File: src/rtl/grant_pkg.sv
// Shared types and default sizing for the grant issuer.
package grant_pkg;

  localparam int GRANT_N       = 8;
  localparam int GRANT_IDX_W   = 3;
  localparam int GRANT_TIMEOUT = 16;

  // Fixed encodings so the state values stay stable for older tooling and probes.
  localparam logic [1:0] ST_IDLE    = 2'd0;
  localparam logic [1:0] ST_GRANT   = 2'd1;
  localparam logic [1:0] ST_RELEASE = 2'd2;

  typedef enum logic [1:0] {
    IDLE    = ST_IDLE,
    GRANT   = ST_GRANT,
    RELEASE = ST_RELEASE
  } state_t;

endpackage

File: src/rtl/onehot_decoder.sv
// Index plus enable to one-hot vector; the inverse of the request priority encoder.
// Indices at or above N produce an all-zero vector.
module onehot_decoder
  import grant_pkg::*;
#(
  parameter int N     = GRANT_N,
  parameter int IDX_W = GRANT_IDX_W
) (
  input  logic [IDX_W-1:0] idx,
  input  logic             en,
  output logic [N-1:0]     vec
);

  // Set the single bit whose position matches idx when enabled.
  always_comb begin
    vec = '0;
    for (int i = 0; i < N; i++) begin
      vec[i] = en && (idx == IDX_W'(i));
    end
  end

endmodule

File: src/rtl/grant_decoder.sv
// Registered grant issuer: turns the encoded winner into a one-hot grant, holds it
// until the granted requester reports done or the grant times out, then releases.
//
// state   | meaning
// --------+-------------------------------------------------------------
// IDLE    | no grant; waiting for valid with an in-range enc
// GRANT   | gnt one-hot on gnt_idx; counting grant length
// RELEASE | one cycle with gnt low and busy high; timeout_err flagged here
module grant_decoder
  import grant_pkg::*;
#(
  parameter int N       = GRANT_N,
  parameter int IDX_W   = GRANT_IDX_W,
  parameter int TIMEOUT = GRANT_TIMEOUT
) (
  input  logic             clk,
  input  logic             rst,
  input  logic [IDX_W-1:0] enc,
  input  logic             valid,
  input  logic [N-1:0]     done,
  output logic [N-1:0]     gnt,
  output logic [IDX_W-1:0] gnt_idx,
  output logic             busy,
  output logic             timeout_err
);

  localparam int CNT_W = $clog2(TIMEOUT);
  localparam logic [IDX_W:0]   N_LIM    = (IDX_W + 1)'(N);
  localparam logic [CNT_W-1:0] CNT_LAST = CNT_W'(TIMEOUT - 1);

  state_t           state, state_nxt;
  logic [IDX_W-1:0] idx_nxt;
  logic [CNT_W-1:0] cnt, cnt_nxt;
  logic             terr_nxt;
  logic             enc_ok;
  logic [N-1:0]     gnt_nxt;

  assign enc_ok = ({1'b0, enc} < N_LIM);

  // Next-state, captured index, grant-length counter and error flag.
  always_comb begin
    state_nxt = state;
    idx_nxt   = gnt_idx;
    cnt_nxt   = cnt;
    terr_nxt  = 1'b0;
    case (state)
      IDLE: begin
        if (valid && enc_ok) begin
          state_nxt = GRANT;
          idx_nxt   = enc;
          cnt_nxt   = '0;
        end
      end
      GRANT: begin
        // done has priority over an expiring timer in the same cycle
        if (done[gnt_idx]) begin
          state_nxt = RELEASE;
        end else if (cnt == CNT_LAST) begin
          state_nxt = RELEASE;
          terr_nxt  = 1'b1;
        end else begin
          cnt_nxt = cnt + CNT_W'(1);
        end
      end
      RELEASE: state_nxt = IDLE;
      default: state_nxt = IDLE;
    endcase
  end

  // The grant vector is decoded from next-state values so gnt itself is a flop.
  onehot_decoder #(
    .N     (N),
    .IDX_W (IDX_W)
  ) u_dec (
    .idx (idx_nxt),
    .en  (state_nxt == GRANT),
    .vec (gnt_nxt)
  );

  // State and registered outputs; reset clears everything without flagging an error.
  always_ff @(posedge clk or posedge rst) begin
    if (rst) begin
      state       <= IDLE;
      cnt         <= '0;
      gnt         <= '0;
      gnt_idx     <= '0;
      busy        <= 1'b0;
      timeout_err <= 1'b0;
    end else begin
      state       <= state_nxt;
      cnt         <= cnt_nxt;
      gnt         <= gnt_nxt;
      gnt_idx     <= idx_nxt;
      busy        <= (state_nxt != IDLE);
      timeout_err <= terr_nxt;
    end
  end

endmodule

File: config.mk
export PLATFORM = sky130hd
export DESIGN_NAME = grant_decoder
export DESIGN_NICKNAME = d
export VERILOG_FILES = /design/src/rtl/grant_pkg.sv /design/src/rtl/onehot_decoder.sv /design/src/rtl/grant_decoder.sv
export SDC_FILE = /design/constraint.sdc
export NUM_CORES = 1
export LEC_CHECK = 0
export CAP_MARGIN = 30
export CORE_UTILIZATION = 35
export CTS_CLUSTER_DIAMETER = 100
export DETAILED_ROUTE_END_ITERATION = 10
export SETUP_SLACK_MARGIN = 0.1
export SYNTH_ARGS = -nofsm -noshare
export SYNTH_HDL_FRONTEND = slang
export SYNTH_HIERARCHICAL = 1
export SYNTH_SLANG_ARGS = --single-unit
File: constraint.sdc
create_clock -name clk -period 6 [get_ports clk]
set_clock_uncertainty 0.2 [all_clocks]
set_input_delay 1.2 -clock clk [delete_from_list [all_inputs] [get_ports clk]]
set_output_delay 1.2 -clock clk [all_outputs]
set_load 0.02 [all_outputs]
Yosys cells after proc, flatten, opt, wreduce, memory -nomap -nowiden --
Index checks and enable logic that the tools add are counted.
Storage, ports and cells: logic and storage cells 49, bits of input ports 14, register bits after elaboration 19
Cells by class: equal/unequal tests 13, multiplexer cells 15, reduce and logical (&&, ||, !) cells 13, $lt $le $gt $ge 1, add/sub/neg operators 1
Operators by type and width (number):
- $eq 3x3->1 const B | 4
- $mux 4 | 3
- $logic_and 1x1->1 | 8
- $pmux 4 s2 | 1
- $eq 3x2->1 const B | 2
- $mux 2 | 3
- $mux 3 | 2
- $ne 2x2->1 const B | 3
- $add 4x1->4 const B | 1
- $eq 2x1->1 const B | 2
- $eq 4x4->1 const B | 1
- $lt 3x4->1 const B | 1
- $mux 1 | 4
- $pmux 2 s2 | 1
- $reduce_and 4->1 | 1
- $reduce_bool 2->1 | 2
- $bmux 1 s3 | 1
- $eq 3x1->1 const B | 1
- $logic_not 3->1 | 1
- $logic_not 2->1 | 1

Depth between registers and ports, before layout --
depth after elaboration 6, mapped depth 5, depth with buffers taken out 5

Modules after synthesis --
The synthesis kept the hierarchy.
By module, submodules not included:
- grant_decoder | cells an instance 60, seq. area each 475.5 um2, area each 783.3 um2, instances 1
- onehot_decoder | cells an instance 8, seq. area each 0.0 um2, area each 95.1 um2, instances 1

Worst setup path after synthesis --
OpenSTA, ideal clock, no wires.
path type input port to flip-flop, from input port valid, to register gnt[6], path buffers 1, setup slack 3.300 ns, cell stages on the path 4, arrival time 2.377 ns, library setup time 0.122 ns, cell sequence or3b_1 clkbuf_1 mux2_2 and4b_2
On the way: word-level cells in the longest chain between the ends 4, elaborated cells on any way between the ends 7, classes of those cells eq/ne: 2; mux: 4; reduce/logical: 1
RTL lines:
- start: declaration | RTL line grant_decoder.sv:19 | input logic valid,
- $mux 3 | RTL line grant_decoder.sv:48 | if (valid && enc_ok) begin
- $mux 3 | RTL line grant_decoder.sv:46 | case (state)
- named net idx_nxt[2] | RTL line grant_decoder.sv:32 | logic [IDX_W-1:0] idx_nxt;
- $eq 3x3->1 | RTL line onehot_decoder.sv:18 | vec[i] = en && (idx == IDX_W'(i));
- $logic_and 1x1->1 | RTL line onehot_decoder.sv:18
- named net gnt_nxt[6] | RTL line grant_decoder.sv:36 | logic [N-1:0] gnt_nxt;
- end signal: assignment | RTL line grant_decoder.sv:92 | gnt <= gnt_nxt;
- end: declaration | RTL line grant_decoder.sv:21 | output logic [N-1:0] gnt,
The timed path passes the listed nets, and every way through them passes these cells. A chain may end at the register's enable or synchronous reset.

Final worst setup path --
from input port done[5], to register gnt[7]
On the way: word-level cells in the longest chain between the ends 6
RTL lines:
- start: declaration | RTL line grant_decoder.sv:20 | input logic [N-1:0] done,
- $bmux 1 s3 | RTL line grant_decoder.sv:56 | if (done[gnt_idx]) begin
- $mux 1 (not written as such) | RTL line grant_decoder.sv:56
- $mux 2 | RTL line grant_decoder.sv:56
- $pmux 2 s2 | RTL line grant_decoder.sv:46
- $eq 2x1->1 | RTL line grant_decoder.sv:76 | .en (state_nxt == GRANT),
- $logic_and 1x1->1 | RTL line onehot_decoder.sv:18
- named net gnt_nxt[7] | RTL line grant_decoder.sv:36
The timed path passes the listed nets, and every way through them passes these cells. The select of a mux whose other input is x is not followed.

==> reports/summary.txt <==
status -> finished, final reports clean
Synth Warn # -> 6
post_cts resized -> 0
Psw -> 0.000219 W
Row Count -> 17
worst hold path type -> flop to flop
Netlist cell types -> 25
largest net degree at the start of global routing -> 20
global route total overflow -> 0
fin crit period -> 2.93 ns
Syn Nets -> 83
# nets final -> 113
die width -> 52.1 um
MaxCap Viol Count -> 0
register area share after synthesis -> 0.541
Critical Path End Type -> flop
area grow syn2layout -> 36.3%
initial antenna violation count -> 0
routed vias -> 637
clock buffer depth -> 2
Clock Sinks -> 19
Post-synth EDFFs -> 0
R2R cell count -> 5
# diodes -> 0
length of the first detailed-routing pass in iterations -> 4
Root Buffer -> clkbuf_4
Final Hold Viols -> 0
Clk pwr share -> 0.113
startpoint class of the critical path -> input pin
First DRT Iteration DRCs -> 4
final setup fails -> 0
fraction of layout cells with a size suffix above 1 -> 0.175
Core Area -> 2300 sq um
switch share -> 0.392
Routed WL -> 1.71 mm
Placer Congestion -> 0.758
Pwr Density -> 467 nW/um^2
Gate Count Post-Synth -> 68
Final Power -> 0.000560 W
setup TNS -> 0 ns
WL/cell -> 13.7 um
Via density -> 5.10
pre-CTS WS -> 2.75 ns
Rel. slew slack -> 0.523
CTS tree -> yes
Routed Antenna Nets -> 0
average cell area after synthesis -> 12.9 sq um
dominant synthesized flop cell -> dfrtp_1
Power Internal -> 0.000340 W
Data arrival, critical path -> 2.96 ns
Buffers on Ports -> 26
final critical-path share of the clock period -> 0.489
Max VDD drop -> 0.255 mV
RSZ-0062 raised after global routing -> false
Starting Density -> 0.382
Hold Buf Count CTS -> 0
count of pins over their slew limit -> 0
CTS Buf Count -> 3
number of synthesized register bits -> 19
Worst Path Max Fanout -> 8
vias in the first global route -> 665
post-CTS setup buffer count -> 0
GRT Total Usage -> 0.163
H-Tree Depth -> 1
Post-Syn Area -> 878 sq um
number of remaining DRC errors -> 0
Worst Tran Pin Value -> 0.715 ns
hold depth -> 1
Chip Height -> 52.1 um
CP required -> 6.03 ns
HPWL Detailed -> 1.27 mm
fin worst setup slack -> 3.07 ns
clock-pin slew on the worst setup and hold paths -> 0.10 ns
fmax -> 0.341 GHz
Clock Latency Late Sink -> 0.30 ns
# IOs -> 27
area of the die -> 2710 sq um
global-route wire length before repair -> 3.13 mm
worst setup path category -> input pin to flop
Flop pwr share -> 0.378
P_leak -> 0.541 nW
ys async rst share -> 1.00
combinational power share -> 0.509
[cells by family after synthesis]
family                   count (synthesis)  share of synthesized area
multiplexers                             8                      0.138
adder cells (fa/ha/maj)                  1                     0.0142
AO/OA/AOI/OAI                            2                     0.0157
flip-flops                              19                      0.541
buffers and inverters                    4                     0.0171
AND/OR/NAND/NOR                         34                      0.274
[cell usage in the layout, fill, tap and decap left out]
master	count
or3_1	2
mux2i_4	1
mux4_2	2
inv_1	3
and4bb_1	2
dfrtp_1	19
mux2_2	3
and4_1	1
nor2_1	3
or3b_1	1
and4bb_2	1
mux2i_1	2
o311ai_0	1
clkdlybuf4s50_1	26
nand2b_1	2
clkbuf_4	3
nor4b_2	2
nand3_1	6
nor2b_1	1
nand3_2	1
nand2_1	8
clkinv_2	1
and4b_1	1
and4b_2	2
and4_2	1
ha_1	1
a21oi_1	1
[metal layers]
metal | part of all wire | global-route usage | vias up
met2 | 0.47 | 0.263 | 20
met4 | 0.0058 | 0.0270 | 0
met1 | 0.47 | 0.207 | 307
li1 | - | - | 308
met5 | 0 | 0 | -
met3 | 0.050 | 0.0643 | 2
[critical path: stages]
cell and delay, ns:
clkdlybuf4s50_1 0.40, mux4_2 0.49, mux2i_4 0.25, nand3_2 0.16
nand2_1 0.20, and4_2 0.26
[Yosys cell counts, types with 2 or more instances]
cell      instances  share of area
mux2_2            3          0.038
nor2_1            3          0.013
dfrtp_1          19           0.54
nand3_1           6          0.034
nand2_1           8          0.034
and4b_2           2          0.026
or3_1             2          0.014
and4bb_1          2          0.028
inv_1             3          0.013
mux4_2            2          0.051
mux2i_1           2          0.023
nand2b_1          2          0.014
nor4b_2           2          0.034
[flip-flops by register name, indices dropped and copies added, names as in the netlist]
register / cells
timeout_err: 1
gnt_idx: 3
cnt: 4
gnt: 8
busy: 1
state: 2
[power groups by stage]
stage | sequential (W) | clock (W) | combinational (W)
2_1_floorplan | 0.000242 | 0 | 0.000161
3_3_place_gp | 0.000213 | 0 | 0.000286
3_5_place_dp | 0.000215 | 0 | 0.000287
4_1_cts | 0.000212 | 0.0000691 | 0.000289
5_1_grt | 0.000220 | 0.0000747 | 0.000315
6_report | 0.000211 | 0.0000635 | 0.000285
[worst paths after layout]
path / start / to / slack, ns
min: cnt[0] / cnt[0] / 0.33
max in group asynchronous: rst / gnt_idx[0] / 4.04
min in group asynchronous: rst / cnt[2] / 1.10
min reg2reg: cnt[0] / cnt[0] / 0.33
max reg2reg: gnt_idx[0] / gnt[7] / 3.89
max: done[5] / gnt[7] / 3.07
[area by class of cell]
type | count | area, sq um
fillers | 214 | 1100
inverters | 3 | 11.3
clock buffers | 3 | 22.5
clock inverters | 1 | 5.00
multi-input cells | 45 | 388
well taps | 28 | 35.0
flip-flops and latches | 19 | 475
repair buffers | 26 | 260
[through the flow]
stage               area [sq um]  hold slack (ns)  std cells   util
global route                1200            0.385        125  0.521
detailed placement          1170            0.326        121  0.509
floorplan                    878            0.274         68      -
CTS                         1200            0.342        125  0.521
finish                      1200            0.330        125  0.521
global placement            1170            0.316        121  0.509
No activity file was read; power rests on OpenSTA's default activity.
